==> config.mk <==
export PLATFORM = sky130hd
export DESIGN_NAME = uart_rx_param
export DESIGN_NICKNAME = d
export VERILOG_FILES = /design/src/rtl/uart_rx_param.sv
export SDC_FILE = /design/constraint.sdc
export NUM_CORES = 1
export LEC_CHECK = 0
export ABC_AREA = 1
export ABC_CLOCK_PERIOD_IN_PS = 1470
export BUFFER_PORTS_ARGS = -buffer_cell sky130_fd_sc_hd__buf_2
export CELL_PAD_IN_SITES_DETAIL_PLACEMENT = 1
export CELL_PAD_IN_SITES_GLOBAL_PLACEMENT = 1
export CORE_MARGIN = 2
export CORE_UTILIZATION = 40
export DETAILED_ROUTE_END_ITERATION = 10
export PLACE_DENSITY_LB_ADDON = 0.1
export SLEW_MARGIN = 20
export SYNTH_ARGS = -nofsm -noshare
export SYNTH_HDL_FRONTEND = slang
export SYNTH_SLANG_ARGS = --single-unit
export TNS_END_PERCENT = 100
==> constraint.sdc <==
create_clock -name clk -period 1.47 [get_ports clk]
set_clock_uncertainty 0.05 [all_clocks]
set_input_delay 0.147 -clock clk [delete_from_list [all_inputs] [get_ports clk]]
set_output_delay 0.147 -clock clk [all_outputs]
set_load 0.03 [all_outputs]
==> src/rtl/uart_rx_param.sv <==
// uart_rx_param: parametrised UART receiver with input synchroniser, false-start
// rejection, framing/overrun detection and a valid/ready output buffer.
// Optional parity checking is compiled in with `define UART_RX_PARITY_EN.
module uart_rx_param #(
    parameter int unsigned CLKS_PER_BIT = 434,
    parameter int unsigned DATA_BITS    = 8,
    parameter int unsigned STOP_BITS    = 1,
    parameter int unsigned PARITY_ODD   = 0
) (
    input  logic                 clk,
    input  logic                 rst_n,
    input  logic                 uart_rx,
    input  logic                 rx_ready,
    output logic [DATA_BITS-1:0] rx_data,
    output logic                 rx_valid,
    output logic                 frame_err,
    output logic                 overrun_err,
    output logic                 parity_err,
    output logic                 busy
);

    localparam int unsigned CNT_W = $clog2(CLKS_PER_BIT);
    localparam int unsigned IDX_W = $clog2(DATA_BITS);
    localparam logic [CNT_W-1:0] CNT_HALF = CNT_W'(CLKS_PER_BIT / 2 - 1);
    localparam logic [CNT_W-1:0] CNT_LAST = CNT_W'(CLKS_PER_BIT - 1);
    localparam logic [IDX_W-1:0] IDX_LAST = IDX_W'(DATA_BITS - 1);
    localparam logic             STP_LAST = 1'(STOP_BITS - 1);

    typedef enum logic [2:0] {
        S_IDLE,
        S_START,
        S_DATA,
        S_PARITY,
        S_STOP
    } state_t;

    state_t               state;
    logic                 rx_meta;
    logic                 rx_s;
    logic [CNT_W-1:0]     clk_cnt;
    logic [IDX_W-1:0]     bit_idx;
    logic                 stop_cnt;
    logic [DATA_BITS-1:0] shift_q;
    logic                 stop_bad;
    logic                 done;
    logic                 armed;
    logic                 par_bad_c;

`ifdef UART_RX_PARITY_EN
    logic par_bit;

    // Received parity bit against the expected even/odd parity of the data word
    assign par_bad_c = ((^shift_q) ^ 1'(PARITY_ODD)) != par_bit;
`else
    logic unused_parity_odd;

    assign par_bad_c         = 1'b0;
    assign unused_parity_odd = 1'(PARITY_ODD);
`endif

    // Two-flop synchroniser for the asynchronous serial line (idle high)
    always_ff @(posedge clk or negedge rst_n) begin
        if (!rst_n) begin
            rx_meta <= 1'b1;
            rx_s    <= 1'b1;
        end else begin
            rx_meta <= uart_rx;
            rx_s    <= rx_meta;
        end
    end

    // Frame FSM: start validation, bit-centre sampling, stop check
    always_ff @(posedge clk or negedge rst_n) begin
        if (!rst_n) begin
            state    <= S_IDLE;
            clk_cnt  <= '0;
            bit_idx  <= '0;
            stop_cnt <= 1'b0;
            shift_q  <= '0;
            stop_bad <= 1'b0;
            done     <= 1'b0;
            armed    <= 1'b1;
            busy     <= 1'b0;
`ifdef UART_RX_PARITY_EN
            par_bit  <= 1'b0;
`endif
        end else begin
            done <= 1'b0;
            case (state)
                S_IDLE: begin
                    clk_cnt <= '0;
                    if (rx_s) begin
                        armed <= 1'b1;
                    end else if (armed) begin
                        state <= S_START;
                        busy  <= 1'b1;
                    end
                end
                S_START: begin
                    if (clk_cnt == CNT_HALF) begin
                        clk_cnt <= '0;
                        bit_idx <= '0;
                        if (rx_s) begin
                            state <= S_IDLE;
                            busy  <= 1'b0;
                        end else begin
                            state <= S_DATA;
                        end
                    end else begin
                        clk_cnt <= clk_cnt + CNT_W'(1);
                    end
                end
                S_DATA: begin
                    if (clk_cnt == CNT_LAST) begin
                        clk_cnt <= '0;
                        shift_q <= {rx_s, shift_q[DATA_BITS-1:1]};
                        bit_idx <= bit_idx + IDX_W'(1);
                        if (bit_idx == IDX_LAST) begin
                            stop_cnt <= 1'b0;
                            stop_bad <= 1'b0;
`ifdef UART_RX_PARITY_EN
                            state    <= S_PARITY;
`else
                            state    <= S_STOP;
`endif
                        end
                    end else begin
                        clk_cnt <= clk_cnt + CNT_W'(1);
                    end
                end
`ifdef UART_RX_PARITY_EN
                S_PARITY: begin
                    if (clk_cnt == CNT_LAST) begin
                        clk_cnt <= '0;
                        par_bit <= rx_s;
                        state   <= S_STOP;
                    end else begin
                        clk_cnt <= clk_cnt + CNT_W'(1);
                    end
                end
`endif
                S_STOP: begin
                    if (clk_cnt == CNT_LAST) begin
                        clk_cnt <= '0;
                        if (!rx_s) begin
                            stop_bad <= 1'b1;
                        end
                        if (stop_cnt == STP_LAST) begin
                            state <= S_IDLE;
                            busy  <= 1'b0;
                            done  <= 1'b1;
                            // A line still low at the last stop must go high before re-arming
                            armed <= rx_s;
                        end else begin
                            stop_cnt <= stop_cnt + 1'b1;
                        end
                    end else begin
                        clk_cnt <= clk_cnt + CNT_W'(1);
                    end
                end
                default: begin
                    state <= S_IDLE;
                    busy  <= 1'b0;
                end
            endcase
        end
    end

    // Output buffer: frame completion, error pulses and valid/ready handshake
    always_ff @(posedge clk or negedge rst_n) begin
        if (!rst_n) begin
            rx_data     <= '0;
            rx_valid    <= 1'b0;
            frame_err   <= 1'b0;
            overrun_err <= 1'b0;
            parity_err  <= 1'b0;
        end else begin
            frame_err   <= 1'b0;
            overrun_err <= 1'b0;
            parity_err  <= 1'b0;
            if (rx_valid && rx_ready) begin
                rx_valid <= 1'b0;
            end
            if (done) begin
                if (stop_bad || par_bad_c) begin
                    frame_err  <= stop_bad;
                    parity_err <= par_bad_c;
                end else if (!rx_valid || rx_ready) begin
                    rx_data  <= shift_q;
                    rx_valid <= 1'b1;
                end else begin
                    overrun_err <= 1'b1;
                end
            end
        end
    end

endmodule
==> impl_metrics.prom, run 1 <==
# TYPE chip_impl_metric gauge
chip_impl_metric{name="final_area",unit="um2"} 2350
chip_impl_metric{name="core-area",unit="um2"} 4410
chip_impl_metric{name="synth_compound_area_share",unit="%"} 8.85
chip_impl_info{name="hp-start",value="rx_ready"} 1
chip_impl_metric{name="min_period",unit="ns"} 1.50
chip_impl_metric{name="placed_area",unit="um2"} 2090
chip_impl_metric{name="gp_congestion",unit=""} 0.819
chip_impl_metric{name="layout-area-overhead-vs-synth",unit="%"} 26.2
chip_impl_metric{name="antenna_violating_nets_post_route",unit=""} 0
chip_impl_metric{name="globalRoute.totalOverflow",unit=""} 0
chip_impl_metric{name="syn_nets",unit=""} 227
chip_impl_metric{name="die_height",unit="um"} 72.3
chip_impl_metric{name="finalCritPeriodShare",unit="%"} 102
chip_impl_metric{name="track_usage",unit="%"} 18.0
chip_impl_metric{name="peakVddDrop",unit="uV"} 701
chip_impl_metric{name="grt_pass1_vias",unit=""} 1639
chip_impl_info{name="failed_checks",value="setup timing"} 1
chip_impl_metric{name="synth_adder_area_share",unit="%"} 3.35
chip_impl_metric{name="power_per_cell_area",unit="nW/um2"} 1390
chip_impl_metric{name="synth_mux_area_share",unit="%"} 0.604
chip_impl_metric{name="maximum_number_of_pins_on_one_net_before_global_route_repair",unit=""} 25
chip_impl_metric{name="initial_core_utilization",unit="%"} 42.3
chip_impl_metric{name="power.leakage",unit="uW"} 0.00119
chip_impl_metric{name="buffer_ports.inserted",unit=""} 15
chip_impl_metric{name="max_slew_violation_count",unit=""} 0
chip_impl_info{name="timing.hold.worst.class",value="input pin to register"} 1
chip_impl_metric{name="synth-seq-area-share",unit="%"} 53.9
chip_impl_info{name="tritoncts_clock_tree",value="done"} 1
chip_impl_metric{name="grt_pass1_wl",unit="mm"} 7.25
chip_impl_metric{name="synth_simple_gate_area_share",unit="%"} 24.9
chip_impl_info{name="worst_r2r_endpoint",value="bit_idx[0]$_DFFE_PN0P_"} 1
chip_impl_metric{name="totalWireLength",unit="mm"} 4.17
chip_impl_metric{name="synthXorXnorAreaFrac",unit="%"} 0.939
chip_impl_metric{name="path_buf_inv",unit=""} 2
chip_impl_metric{name="final_layout_size_suffix_gt1_share",unit="%"} 30.3
chip_impl_metric{name="drc_viols",unit=""} 0
chip_impl_metric{name="clock_sinks",unit=""} 40
chip_impl_info{name="hold_path_end",value="overrun_err$_DFF_PN0_"} 1
chip_impl_metric{name="grt_antenna_before_repair",unit=""} 0
chip_impl_metric{name="layout_setup_ws",unit="ns"} -0.0252
chip_impl_metric{name="fill_cells",unit=""} 539
chip_impl_metric{name="cts.reportedPaths.clkPinSlew",unit="ns"} 0.08
chip_impl_metric{name="post_drt_via_cell_ratio",unit=""} 5.00
chip_impl_info{name="critical_path.reg2reg.startpoint",value="clk_cnt[0]$_DFFE_PN0P_"} 1
chip_impl_info{name="crit_path_cell_trace",value="buf_12 -> ha_4 -> nand2_2 -> nor2_4 -> nand2_4 -> nor2_8 -> inv_2 -> or2_0 -> nand2_1"} 1
chip_impl_metric{name="max_clock_freq",unit="GHz"} 0.669
chip_impl_info{name="cpMaxStageDelayCell",value="dfrtp_2"} 1
chip_impl_metric{name="critical-path-max-stage-delay",unit="ns"} 0.42
chip_impl_metric{name="source_to_sink_clock_delay_at_the_later_pin_of_the_worst_skew_pair",unit="ns"} 0.29
chip_impl_metric{name="ff2ff_path_depth",unit=""} 9
chip_impl_metric{name="worst-endpoint-required",unit="ns"} 1.65
chip_impl_metric{name="synth_cell_types",unit=""} 27
chip_impl_metric{name="wl_per_cell",unit="um"} 13.6
chip_impl_metric{name="setup_total_negative_slack",unit="ns"} -0.0378
chip_impl_metric{name="maxCapViolations",unit=""} 0
chip_impl_metric{name="firstDrtPassIters",unit=""} 4
chip_impl_metric{name="vias_after_detailed_routing",unit=""} 1529
chip_impl_metric{name="worst_setup_slack_post_dpl",unit="ns"} -0.149
chip_impl_metric{name="timing.final.hold_violations",unit=""} 0
chip_impl_metric{name="final_util",unit="%"} 53.3
chip_impl_metric{name="whs_path_cells",unit=""} 4
chip_impl_metric{name="die_width",unit="um"} 72.3
chip_impl_metric{name="yosys_warnings",unit=""} 0
chip_impl_metric{name="drt_first_iter_violations",unit=""} 45
chip_impl_metric{name="dp.final_hpwl",unit="mm"} 3.12
chip_impl_info{name="synth_top_family_by_area",value="simple AND/OR/NAND/NOR gates"} 1
chip_impl_metric{name="insertedDiodeCount",unit=""} 0
chip_impl_info{name="rsz0062_at_grt",value="yes"} 1
chip_impl_info{name="cts-root-buf",value="clkbuf_8"} 1
chip_impl_metric{name="deepest_level_of_the_cts_h_tree",unit=""} 2
chip_impl_metric{name="total_setup_violations_reported_at_the_end_of_the_flow",unit=""} 2
chip_impl_metric{name="clock_path_buffers",unit=""} 2
chip_impl_metric{name="post_synth_inst_count",unit=""} 218
chip_impl_info{name="setup.worst_path.class",value="register to register"} 1
chip_impl_metric{name="syn-mean-instance-area",unit="um2"} 8.56
chip_impl_metric{name="reg2reg_setup_slack",unit="ns"} -0.03
chip_impl_info{name="critPathLaunchType",value="register"} 1
chip_impl_metric{name="fp.dieArea",unit="um2"} 5230
chip_impl_metric{name="netlist_area",unit="um2"} 1870
chip_impl_metric{name="ios",unit=""} 17
chip_impl_metric{name="postSynthRegisterBits",unit=""} 40
chip_impl_info{name="worst_path_dominant_cell_family",value="simple AND/OR/NAND/NOR gates"} 1
chip_impl_metric{name="crit_arrival",unit="ns"} 1.68
chip_impl_metric{name="critical_path_peak_fanout",unit=""} 4
chip_impl_info{name="outcome",value="complete, but fails checks"} 1
chip_impl_metric{name="cts_buffers",unit=""} 5
chip_impl_metric{name="design.final.nets",unit=""} 262
chip_impl_metric{name="fp-row-count",unit=""} 24
chip_impl_info{name="crit_path_end_kind",value="register"} 1
## worst reg2reg max path, delay by kind of cell (launching register included)
| family | cells | cell delay (ns) |
|---|---|---|
| fa+ha+maj | 1 | 0.13 |
| flops | 1 | 0.42 |
| buf+inv | 2 | 0.17 |
| simple gates | 6 | 0.66 |
## worst max path at each step
stage,start,endpoint,slack [ns],depth (start not counted)
6_report,clk_cnt[0]$_DFFE_PN0P_,bit_idx[0]$_DFFE_PN0P_,-0.03,9
2_1_floorplan,clk_cnt[1]$_DFFE_PN0P_,busy$_DFFE_PN0P_,0.008,9
4_1_cts,clk_cnt[1]$_DFFE_PN0P_,bit_idx[0]$_DFFE_PN0P_,-0.03,9
5_1_grt,clk_cnt[0]$_DFFE_PN0P_,busy$_DFFE_PN0P_,-0.08,10
3_5_place_dp,clk_cnt[1]$_DFFE_PN0P_,busy$_DFFE_PN0P_,-0.15,9
3_3_place_gp,clk_cnt[1]$_DFFE_PN0P_,busy$_DFFE_PN0P_,-0.05,9
## per-stage QoR
stage	total power [uW]	instances	hold slack [ns]
6_report	3280	306	0.0735
3_3_place_gp	2140	292	0.0509
2_1_floorplan	1820	218	-0.199
5_1_grt	3500	306	0.114
4_1_cts	3070	303	0.0655
3_5_place_dp	2190	292	0.0531
## synthesized netlist by cell type
| library cell | number | area share (%) |
|---|---|---|
| a21oi_1 | 2 | 0.54 |
| buf_4 | 2 | 0.80 |
| clkbuf_1 | 1 | 0.20 |
| conb_1 | 1 | 0.20 |
| dfrtp_1 | 37 | 50 |
| dfstp_2 | 3 | 4.2 |
| ha_1 | 5 | 3.4 |
| inv_1 | 28 | 5.6 |
| inv_2 | 3 | 0.60 |
| mux2_2 | 1 | 0.60 |
| nand2_1 | 64 | 13 |
| nand2_2 | 2 | 0.67 |
| nand2_4 | 1 | 0.60 |
| nand3_1 | 11 | 3.0 |
| nand3_2 | 1 | 0.54 |
| nand3b_1 | 1 | 0.40 |
| nand4_1 | 5 | 1.7 |
| nor2_1 | 12 | 2.4 |
| nor2_4 | 1 | 0.60 |
| nor2_8 | 1 | 1.1 |
| nor3_1 | 3 | 0.80 |
| o211ai_1 | 1 | 0.40 |
| o21a_1 | 1 | 0.40 |
| o21ai_0 | 25 | 6.7 |
| o21ai_1 | 3 | 0.80 |
| or2_0 | 1 | 0.34 |
| xor2_1 | 2 | 0.94 |
## registers in the layout, summed over array words and instances (netlist names), 3 cells and up
register  flops
bit_idx       3
shift_q       8
rx_data       8
clk_cnt       9
state         3
## kinds of logic (layout without fill, tap and decap cells)
family | after synthesis | count (layout)
AND/OR/NAND/NOR | 103 | 104
adder cells (fa/ha/maj) | 5 | 5
flip-flops | 40 | 40
other | 1 | 1
buffers and inverters | 34 | 69
XOR/XNOR | 2 | 2
multiplexers | 1 | 1
AO/OA/AOI/OAI | 32 | 32
## area by class of cell
cell class                      count  area (um2)  share of cell area (%)
Multi-Input combinational cell    145         833                    35.4
Inverter                           31         116                    4.94
Clock buffer                        6        82.6                    3.51
Timing Repair Buffer               30         234                    9.94
Tap cell                           52        65.1                    2.76
Sequential cell                    40        1010                    42.8
Clock inverter                      2        15.0                   0.638
## placed cells by master, fill, tap and decap left out, drive strengths merged
master       instances
clkinvlp             2
nand4                5
nand3b               1
o21a                 1
dlygate4sd3          2
clkbuf               6
o211ai               1
nor2                14
nand2               68
buf                 28
conb                 1
or2                  1
ha                   5
xor2                 2
dfstp                3
nor3                 3
o21ai               28
a21oi                2
dfrtp               37
nand3               12
mux2                 1
inv                 31
## power by group
part | leakage, uW | switching (uW) | total, uW | internal, uW
clock | 0.0000434 | 390 | 770 | 380
sequential | 0.000538 | 104 | 1310 | 1200
combinational | 0.000608 | 690 | 1200 | 509
total | 0.00119 | 1180 | 3280 | 2090
## metal layers
metal,part of all wire [%],track usage (%),up-vias
li1,-,-,765
met1,45,22.5,742
met2,52,31.6,19
met3,2.4,3.75,3
met4,0.55,5.03,0
met5,0,0,-
## what timing repair did
item / CTS / global route
pin swaps: 7 / 10
gates cloned: 0 / 1
endpoints found under the hold margin: 15 / 0
hold buffers: 2 / 0
gates resized for setup: 15 / 24
buffers inserted: 1 / 2
setup endpoints to repair: 26 / 25
Power figures use the tool's default switching activity.
==> run 2, diff against run 1 <==
Settings changed: RECOVER_POWER from default to 25.
==> run 2 against run 1 <==
Largest power group unchanged. Non-clock buffer count did not move. Maximum frequency unchanged. Sequential power about the same. Combinational power is essentially flat. Die area did not move. Sequential share of layout area about the same. Cell count is the same. Hold slack did not move. The run still ends with setup timing left.
==> impl_metrics.prom, run 2 (synthesized netlist as in run 1, its figures left out) <==
# TYPE chip_impl_metric gauge
chip_impl_metric{name="die_height",unit="um"} 72.3
chip_impl_metric{name="final_area",unit="um2"} 2350
chip_impl_metric{name="clock_path_buffers",unit=""} 2
chip_impl_metric{name="globalRoute.totalOverflow",unit=""} 0
chip_impl_info{name="crit_path_end_kind",value="register"} 1
chip_impl_metric{name="max_slew_violation_count",unit=""} 0
chip_impl_metric{name="crit_arrival",unit="ns"} 1.68
chip_impl_info{name="outcome",value="complete, but fails checks"} 1
chip_impl_info{name="critical_path.startpoint",value="clk_cnt[0]$_DFFE_PN0P_"} 1
chip_impl_metric{name="insertedDiodeCount",unit=""} 0
chip_impl_metric{name="worst-endpoint-required",unit="ns"} 1.65
chip_impl_metric{name="maximum_number_of_pins_on_one_net_before_global_route_repair",unit=""} 25
chip_impl_metric{name="totalWireLength",unit="mm"} 4.16
chip_impl_metric{name="vias_after_detailed_routing",unit=""} 1526
chip_impl_info{name="most-common-layout-cells",value="nand2_1 (54), dfrtp_1 (35), inv_1 (24), o21ai_0 (20), buf_2 (14)"} 1
chip_impl_info{name="setup.worst_path.class",value="register to register"} 1
chip_impl_info{name="max_flop_register",value="clk_cnt"} 1
chip_impl_metric{name="die_width",unit="um"} 72.3
chip_impl_metric{name="design.final.nets",unit=""} 262
chip_impl_metric{name="track_usage",unit="%"} 18.0
chip_impl_metric{name="layout_setup_ws",unit="ns"} -0.0252
chip_impl_info{name="tritoncts_clock_tree",value="done"} 1
chip_impl_info{name="layout_commonest_cell",value="nand2_1"} 1
chip_impl_info{name="rsz0062_at_grt",value="yes"} 1
chip_impl_metric{name="setup_total_negative_slack",unit="ns"} -0.0377
chip_impl_metric{name="layout-area-overhead-vs-synth",unit="%"} 26.1
chip_impl_metric{name="final_layout_size_suffix_gt1_share",unit="%"} 29.9
chip_impl_metric{name="reg2reg_setup_slack",unit="ns"} -0.03
chip_impl_metric{name="deepest_level_of_the_cts_h_tree",unit=""} 2
chip_impl_metric{name="grt_pass1_vias",unit=""} 1639
chip_impl_metric{name="min_period",unit="ns"} 1.50
chip_impl_info{name="timing.critical_path.to",value="bit_idx[0]$_DFFE_PN0P_"} 1
chip_impl_metric{name="power_internal",unit="uW"} 2090
chip_impl_metric{name="wl_per_cell",unit="um"} 13.6
chip_impl_metric{name="power.total",unit="uW"} 3280
chip_impl_metric{name="gp_congestion",unit=""} 0.819
chip_impl_info{name="largest_registers",value="clk_cnt x9, rx_data x8, shift_q x8"} 1
chip_impl_metric{name="dp.final_hpwl",unit="mm"} 3.12
chip_impl_info{name="critical_path.reg2reg.startpoint",value="clk_cnt[0]$_DFFE_PN0P_"} 1
chip_impl_metric{name="finalCritPeriodShare",unit="%"} 102
chip_impl_metric{name="total_setup_violations_reported_at_the_end_of_the_flow",unit=""} 2
chip_impl_metric{name="peakVddDrop",unit="uV"} 701
chip_impl_metric{name="source_to_sink_clock_delay_at_the_later_pin_of_the_worst_skew_pair",unit="ns"} 0.29
chip_impl_metric{name="power_per_cell_area",unit="nW/um2"} 1390
chip_impl_metric{name="initial_core_utilization",unit="%"} 42.3
chip_impl_metric{name="p_comb_share",unit="%"} 36.6
chip_impl_metric{name="power.leakage",unit="uW"} 0.00119
chip_impl_metric{name="maxCapViolations",unit=""} 0
chip_impl_metric{name="grt_pass1_wl",unit="mm"} 7.25
chip_impl_metric{name="drt_first_iter_violations",unit=""} 45
chip_impl_info{name="timing.hold.worst.class",value="input pin to register"} 1
chip_impl_metric{name="antenna_violating_nets_post_route",unit=""} 0
chip_impl_metric{name="clock_sinks",unit=""} 40
chip_impl_metric{name="placed_area",unit="um2"} 2090
chip_impl_metric{name="firstDrtPassIters",unit=""} 4
chip_impl_metric{name="max_clock_freq",unit="GHz"} 0.669
chip_impl_metric{name="timing.final.hold_violations",unit=""} 0
chip_impl_metric{name="ff2ff_path_depth",unit=""} 9
chip_impl_metric{name="fp-row-count",unit=""} 24
chip_impl_metric{name="critical_path_peak_fanout",unit=""} 4
chip_impl_metric{name="cts.reportedPaths.clkPinSlew",unit="ns"} 0.08
chip_impl_info{name="critPathLaunchType",value="register"} 1
chip_impl_metric{name="grt_antenna_before_repair",unit=""} 0
chip_impl_metric{name="tightestPinTransition",unit="ns"} 0.987
chip_impl_metric{name="final_util",unit="%"} 53.3
chip_impl_info{name="cts-root-buf",value="clkbuf_8"} 1
chip_impl_metric{name="ios",unit=""} 17
chip_impl_metric{name="core-area",unit="um2"} 4410
chip_impl_metric{name="p_switching",unit="uW"} 1190
chip_impl_metric{name="netSwitchingFraction",unit="%"} 36.2
chip_impl_metric{name="power_frac_clock",unit="%"} 23.5
chip_impl_metric{name="drc_viols",unit=""} 0
chip_impl_info{name="failed_checks",value="setup timing"} 1
chip_impl_metric{name="relative_slew_slack",unit="%"} 34.2
chip_impl_metric{name="buffer_ports.inserted",unit=""} 15
chip_impl_metric{name="fp.dieArea",unit="um2"} 5230
chip_impl_metric{name="seqPwrFrac",unit="%"} 39.9
chip_impl_info{name="worst_r2r_endpoint",value="bit_idx[0]$_DFFE_PN0P_"} 1
chip_impl_metric{name="cts_buffers",unit=""} 5
chip_impl_metric{name="post_drt_via_cell_ratio",unit=""} 4.99
chip_impl_metric{name="largest_reg_flops",unit=""} 9
==> run 2: changes by cell type in the layout (fill, tap and decap cells not counted), sizes merged <==
cell	previous run	this run
buf	28	27
clkbuf	6	7
==> run 2: how the worst min path moves through the flow <==
stage | from | endpoint | slack (ns) | depth (start not counted)
floorplan | rst_n | bit_idx[0]$_DFFE_PN0P_ | -0.20 | 0
global placement | rst_n | clk_cnt[7]$_DFFE_PN0P_ | 0.05 | 1
detailed placement | rst_n | clk_cnt[7]$_DFFE_PN0P_ | 0.05 | 1
CTS | rx_ready | overrun_err$_DFF_PN0_ | 0.07 | 4
global route | rx_ready | overrun_err$_DFF_PN0_ | 0.11 | 4
finish | rx_ready | overrun_err$_DFF_PN0_ | 0.07 | 4
==> run 2: layer usage <==
| layer | vias to the layer above | GRT usage, % | wire length [um] | part of all wire, % |
|---|---|---|---|---|
| li1 | 765 | - | - | - |
| met1 | 739 | 22.5 | 1890 | 45 |
| met2 | 19 | 31.6 | 2150 | 52 |
| met3 | 3 | 3.75 | 102 | 2.5 |
| met4 | 0 | 5.03 | 23 | 0.55 |
| met5 | - | 0 | 0 | 0 |
==> run 2: power groups by stage <==
stage	logic [uW]	clock network [uW]	registers [uW]
after floorplan	498	0	1320
after global placement	838	0	1300
after detailed placement	879	0	1310
after CTS	977	795	1300
after global routing	1330	847	1320
final	1200	770	1310
==> run 2: area by class of cell <==
class | count | area, um2
clock buffer | 6 | 82.6
clock inverter | 2 | 15.0
fill | 539 | 2060
inverter | 31 | 116
multi-input combinational | 145 | 833
sequential | 40 | 1010
tap | 52 | 65.1
timing repair buffer | 30 | 233
==> run 2: metrics by stage <==
step,hold WS [ns],setup slack (ns),instances
final,0.0735,-0.0252,306
after global routing,0.114,-0.0801,306
after CTS,0.0655,-0.0273,303
after detailed placement,0.0531,-0.149,292
after global placement,0.0509,-0.0460,292
after floorplan,-0.199,0.00812,218
==> run 2: timing repair <==
item | 4_1_cts | 5_1_grt
setup endpoints to repair | 26 | 25
resized for setup | 15 | 24
hold buffers | 2 | 0
pin swaps | 7 | 10
buffers inserted | 1 | 2
endpoints found under the hold margin | 15 | 0
cloned | 0 | 1
==> run 2: worst max-delay path: stages, from the launching register on <==
cell and delay [ns]:
dfrtp_2 0.42, buf_12 0.11, ha_4 0.13, nand2_2 0.06, nor2_4 0.11, nand2_4 0.10
nor2_8 0.13, inv_2 0.06, or2_0 0.20, nand2_1 0.06
==> run 3, diff against run 2 <==
Settings changed: PLACE_DENSITY from default to 0.72, PLACE_DENSITY_LB_ADDON 0.1 to default, TNS_END_PERCENT 100 to 50.
==> run 3 against run 2 <==
Design area rose by 3.9%. The run still ends with setup timing left. Largest power group unchanged. Clock-buffer cell count unchanged. Global-route usage down 1.0 points. Critical path type unchanged.
==> impl_metrics.prom, run 3 (synthesized netlist as in run 1, its figures left out) <==
# TYPE chip_impl_metric gauge
chip_impl_info{name="outcome",value="complete, but fails checks"} 1
chip_impl_info{name="failed_checks",value="setup timing"} 1
chip_impl_info{name="tritoncts_clock_tree",value="done"} 1
chip_impl_metric{name="min_period",unit="ns"} 1.51
chip_impl_metric{name="peakVddDrop",unit="uV"} 762
chip_impl_info{name="layout_commonest_cell",value="nand2_1"} 1
chip_impl_metric{name="globalRoute.totalOverflow",unit=""} 0
chip_impl_metric{name="core-area",unit="um2"} 4410
chip_impl_metric{name="crit_arrival",unit="ns"} 1.70
chip_impl_metric{name="cts_buffers",unit=""} 5
chip_impl_metric{name="cts.reportedPaths.clkPinSlew",unit="ns"} 0.09
chip_impl_info{name="cpMaxStageDelayCell",value="dfrtp_1"} 1
chip_impl_metric{name="layout_setup_ws",unit="ns"} -0.0365
chip_impl_metric{name="gp_congestion",unit=""} 0.775
chip_impl_metric{name="ios",unit=""} 17
chip_impl_metric{name="grt_pass1_wl",unit="mm"} 6.82
chip_impl_metric{name="wl_per_cell",unit="um"} 13.9
chip_impl_info{name="critPathLaunchType",value="register"} 1
chip_impl_metric{name="clock_path_buffers",unit=""} 2
chip_impl_metric{name="whs_path_cells",unit=""} 4
chip_impl_metric{name="seq_area",unit="um2"} 1010
chip_impl_metric{name="buffer_ports.inserted",unit=""} 15
chip_impl_metric{name="fill_cells",unit=""} 526
chip_impl_metric{name="layout-area-overhead-vs-synth",unit="%"} 31.0
chip_impl_info{name="rsz0062_at_grt",value="yes"} 1
chip_impl_metric{name="dp.final_hpwl",unit="mm"} 2.81
chip_impl_metric{name="source_to_sink_clock_delay_at_the_later_pin_of_the_worst_skew_pair",unit="ns"} 0.30
chip_impl_metric{name="antenna_violating_nets_post_route",unit=""} 0
chip_impl_metric{name="relative_slew_slack",unit="%"} 39.7
chip_impl_metric{name="timing.final.hold_violations",unit=""} 0
chip_impl_info{name="largest_registers",value="clk_cnt x9, rx_data x8, shift_q x8"} 1
chip_impl_metric{name="ff2ff_path_depth",unit=""} 9
chip_impl_metric{name="totalWireLength",unit="mm"} 4.30
chip_impl_metric{name="power.leakage",unit="uW"} 0.00130
chip_impl_metric{name="drt_first_iter_violations",unit=""} 24
chip_impl_metric{name="power.total",unit="uW"} 3250
chip_impl_metric{name="maxCapViolations",unit=""} 0
chip_impl_metric{name="die_height",unit="um"} 72.3
chip_impl_metric{name="fp-row-count",unit=""} 24
chip_impl_metric{name="critical_path_peak_fanout",unit=""} 4
chip_impl_metric{name="fp.dieArea",unit="um2"} 5230
chip_impl_info{name="timing.hold.worst.class",value="input pin to register"} 1
chip_impl_metric{name="firstDrtPassIters",unit=""} 4
chip_impl_metric{name="vias_after_detailed_routing",unit=""} 1538
chip_impl_metric{name="final_layout_size_suffix_gt1_share",unit="%"} 34.1
chip_impl_metric{name="die_width",unit="um"} 72.3
chip_impl_info{name="cpMostUsedCell",value="inv_2"} 1
chip_impl_info{name="setup.worst_path.class",value="register to register"} 1
chip_impl_metric{name="multiInputGateArea",unit="um2"} 885
chip_impl_metric{name="initial_core_utilization",unit="%"} 42.3
chip_impl_info{name="hold_path_end",value="overrun_err$_DFF_PN0_"} 1
chip_impl_metric{name="track_usage",unit="%"} 17.0
chip_impl_metric{name="maximum_number_of_pins_on_one_net_before_global_route_repair",unit=""} 41
chip_impl_info{name="most-common-layout-cells",value="nand2_1 (50), dfrtp_1 (36), inv_1 (24), o21ai_0 (18), buf_2 (16)"} 1
chip_impl_metric{name="power_per_cell_area",unit="nW/um2"} 1330
chip_impl_metric{name="drc_viols",unit=""} 0
chip_impl_metric{name="tightestPinTransition",unit="ns"} 0.904
chip_impl_info{name="hp-start",value="rx_ready"} 1
chip_impl_metric{name="design.final.nets",unit=""} 266
chip_impl_info{name="worst_r2r_endpoint",value="bit_idx[0]$_DFFE_PN0P_"} 1
chip_impl_metric{name="max_clock_freq",unit="GHz"} 0.664
chip_impl_metric{name="reg2reg_setup_slack",unit="ns"} -0.04
chip_impl_metric{name="grt_pass1_vias",unit=""} 1528
chip_impl_metric{name="grt_antenna_before_repair",unit=""} 0
chip_impl_metric{name="largest_reg_flops",unit=""} 9
chip_impl_info{name="crit_path_end_kind",value="register"} 1
chip_impl_metric{name="total_setup_violations_reported_at_the_end_of_the_flow",unit=""} 10
chip_impl_info{name="critical_path.reg2reg.startpoint",value="clk_cnt[1]$_DFFE_PN0P_"} 1
chip_impl_metric{name="deepest_level_of_the_cts_h_tree",unit=""} 2
chip_impl_info{name="crit_path_cell_trace",value="inv_2 -> ha_4 -> nand2_2 -> nor2_4 -> nand2_4 -> nor2_8 -> inv_2 -> or2_0 -> nand2_1"} 1
chip_impl_info{name="cts-root-buf",value="clkbuf_8"} 1
chip_impl_metric{name="max_slew_violation_count",unit=""} 0
chip_impl_metric{name="worst-endpoint-required",unit="ns"} 1.67
chip_impl_metric{name="insertedDiodeCount",unit=""} 0
chip_impl_metric{name="finalCritPeriodShare",unit="%"} 102
chip_impl_metric{name="post_drt_via_cell_ratio",unit=""} 4.96
chip_impl_metric{name="clock_sinks",unit=""} 40
chip_impl_metric{name="worst_setup_slack_post_dpl",unit="ns"} -0.144
chip_impl_metric{name="critical-path-max-stage-delay",unit="ns"} 0.39
chip_impl_info{name="max_flop_register",value="clk_cnt"} 1
[run 3: cell types whose count changed in the layout (fill, tap and decap cells not counted), sizes merged]
cell   change
buf        +5
nand2      -1
[run 3: layout make-up]
type / count / share of cell area [%]
sequential: 40 / 41.2
multi-input combinational: 144 / 36.2
timing repair buffer: 35 / 11.2
inverter: 31 / 4.76
clock buffer: 6 / 3.38
tap: 52 / 2.66
clock inverter: 2 / 0.614
[run 3: timing repair]
action                                  in CTS  in global routing
endpoints found under the setup margin      26                 26
gates cloned                                 0                  1
resized for setup                           12                 42
hold endpoints to repair                    40                  0
hold buffers                                 2                  0
setup buffers                                1                  2
pin swaps                                    2                  8
[run 3: critical path: cells and delay by family (launching register included)]
family / cells / cell delay (ns)
DFF: 1 / 0.39
buffers and inverters: 2 / 0.17
adders and majority gates: 1 / 0.14
and+or+nand+nor: 6 / 0.71
[run 3: worst max path at each step]
stage                                       from                     end  depth (start not counted)  slack [ns]
after CTS                 clk_cnt[1]$_DFFE_PN0P_  bit_idx[0]$_DFFE_PN0P_                          9       -0.03
after floorplan           clk_cnt[1]$_DFFE_PN0P_        busy$_DFFE_PN0P_                          9       0.008
after detailed placement  clk_cnt[1]$_DFFE_PN0P_  clk_cnt[3]$_DFFE_PN0P_                          9       -0.14
after global placement    clk_cnt[1]$_DFFE_PN0P_        busy$_DFFE_PN0P_                          9       -0.07
final                     clk_cnt[1]$_DFFE_PN0P_  bit_idx[0]$_DFFE_PN0P_                          9       -0.04
after global routing      clk_cnt[1]$_DFFE_PN0P_  shift_q[3]$_DFFE_PN0P_                          9       -0.16
[run 3: metrics by stage]
| stage | TNS (ns) | cells | util, % | hold WS (ns) | area, um2 |
|---|---|---|---|---|---|
| detailed placement | -1.89 | 296 | 48.2 | 0.0861 | 2130 |
| finish | -0.183 | 310 | 55.4 | 0.0890 | 2440 |
| floorplan | 0 | 218 | - | -0.199 | 1870 |
| global placement | -0.415 | 296 | 48.2 | 0.0851 | 2130 |
| CTS | -0.0688 | 307 | 51.5 | 0.0914 | 2270 |
| global route | -2.34 | 310 | 55.4 | 0.0993 | 2440 |
[run 3: power by group]
group	switching (uW)	total, uW	internal, uW
Sequential	98.2	1300	1200
Combinational	681	1170	486
Clock	404	784	380
Total	1180	3250	2070
[run 3: per-layer routing]
metal | GRT usage [%] | vias up | share of wire, %
li1 | - | 763 | -
met2 | 27.9 | 14 | 51
met1 | 22.1 | 753 | 45
met5 | 0 | - | 0
met3 | 4.17 | 8 | 2.2
met4 | 5.66 | 0 | 1.7
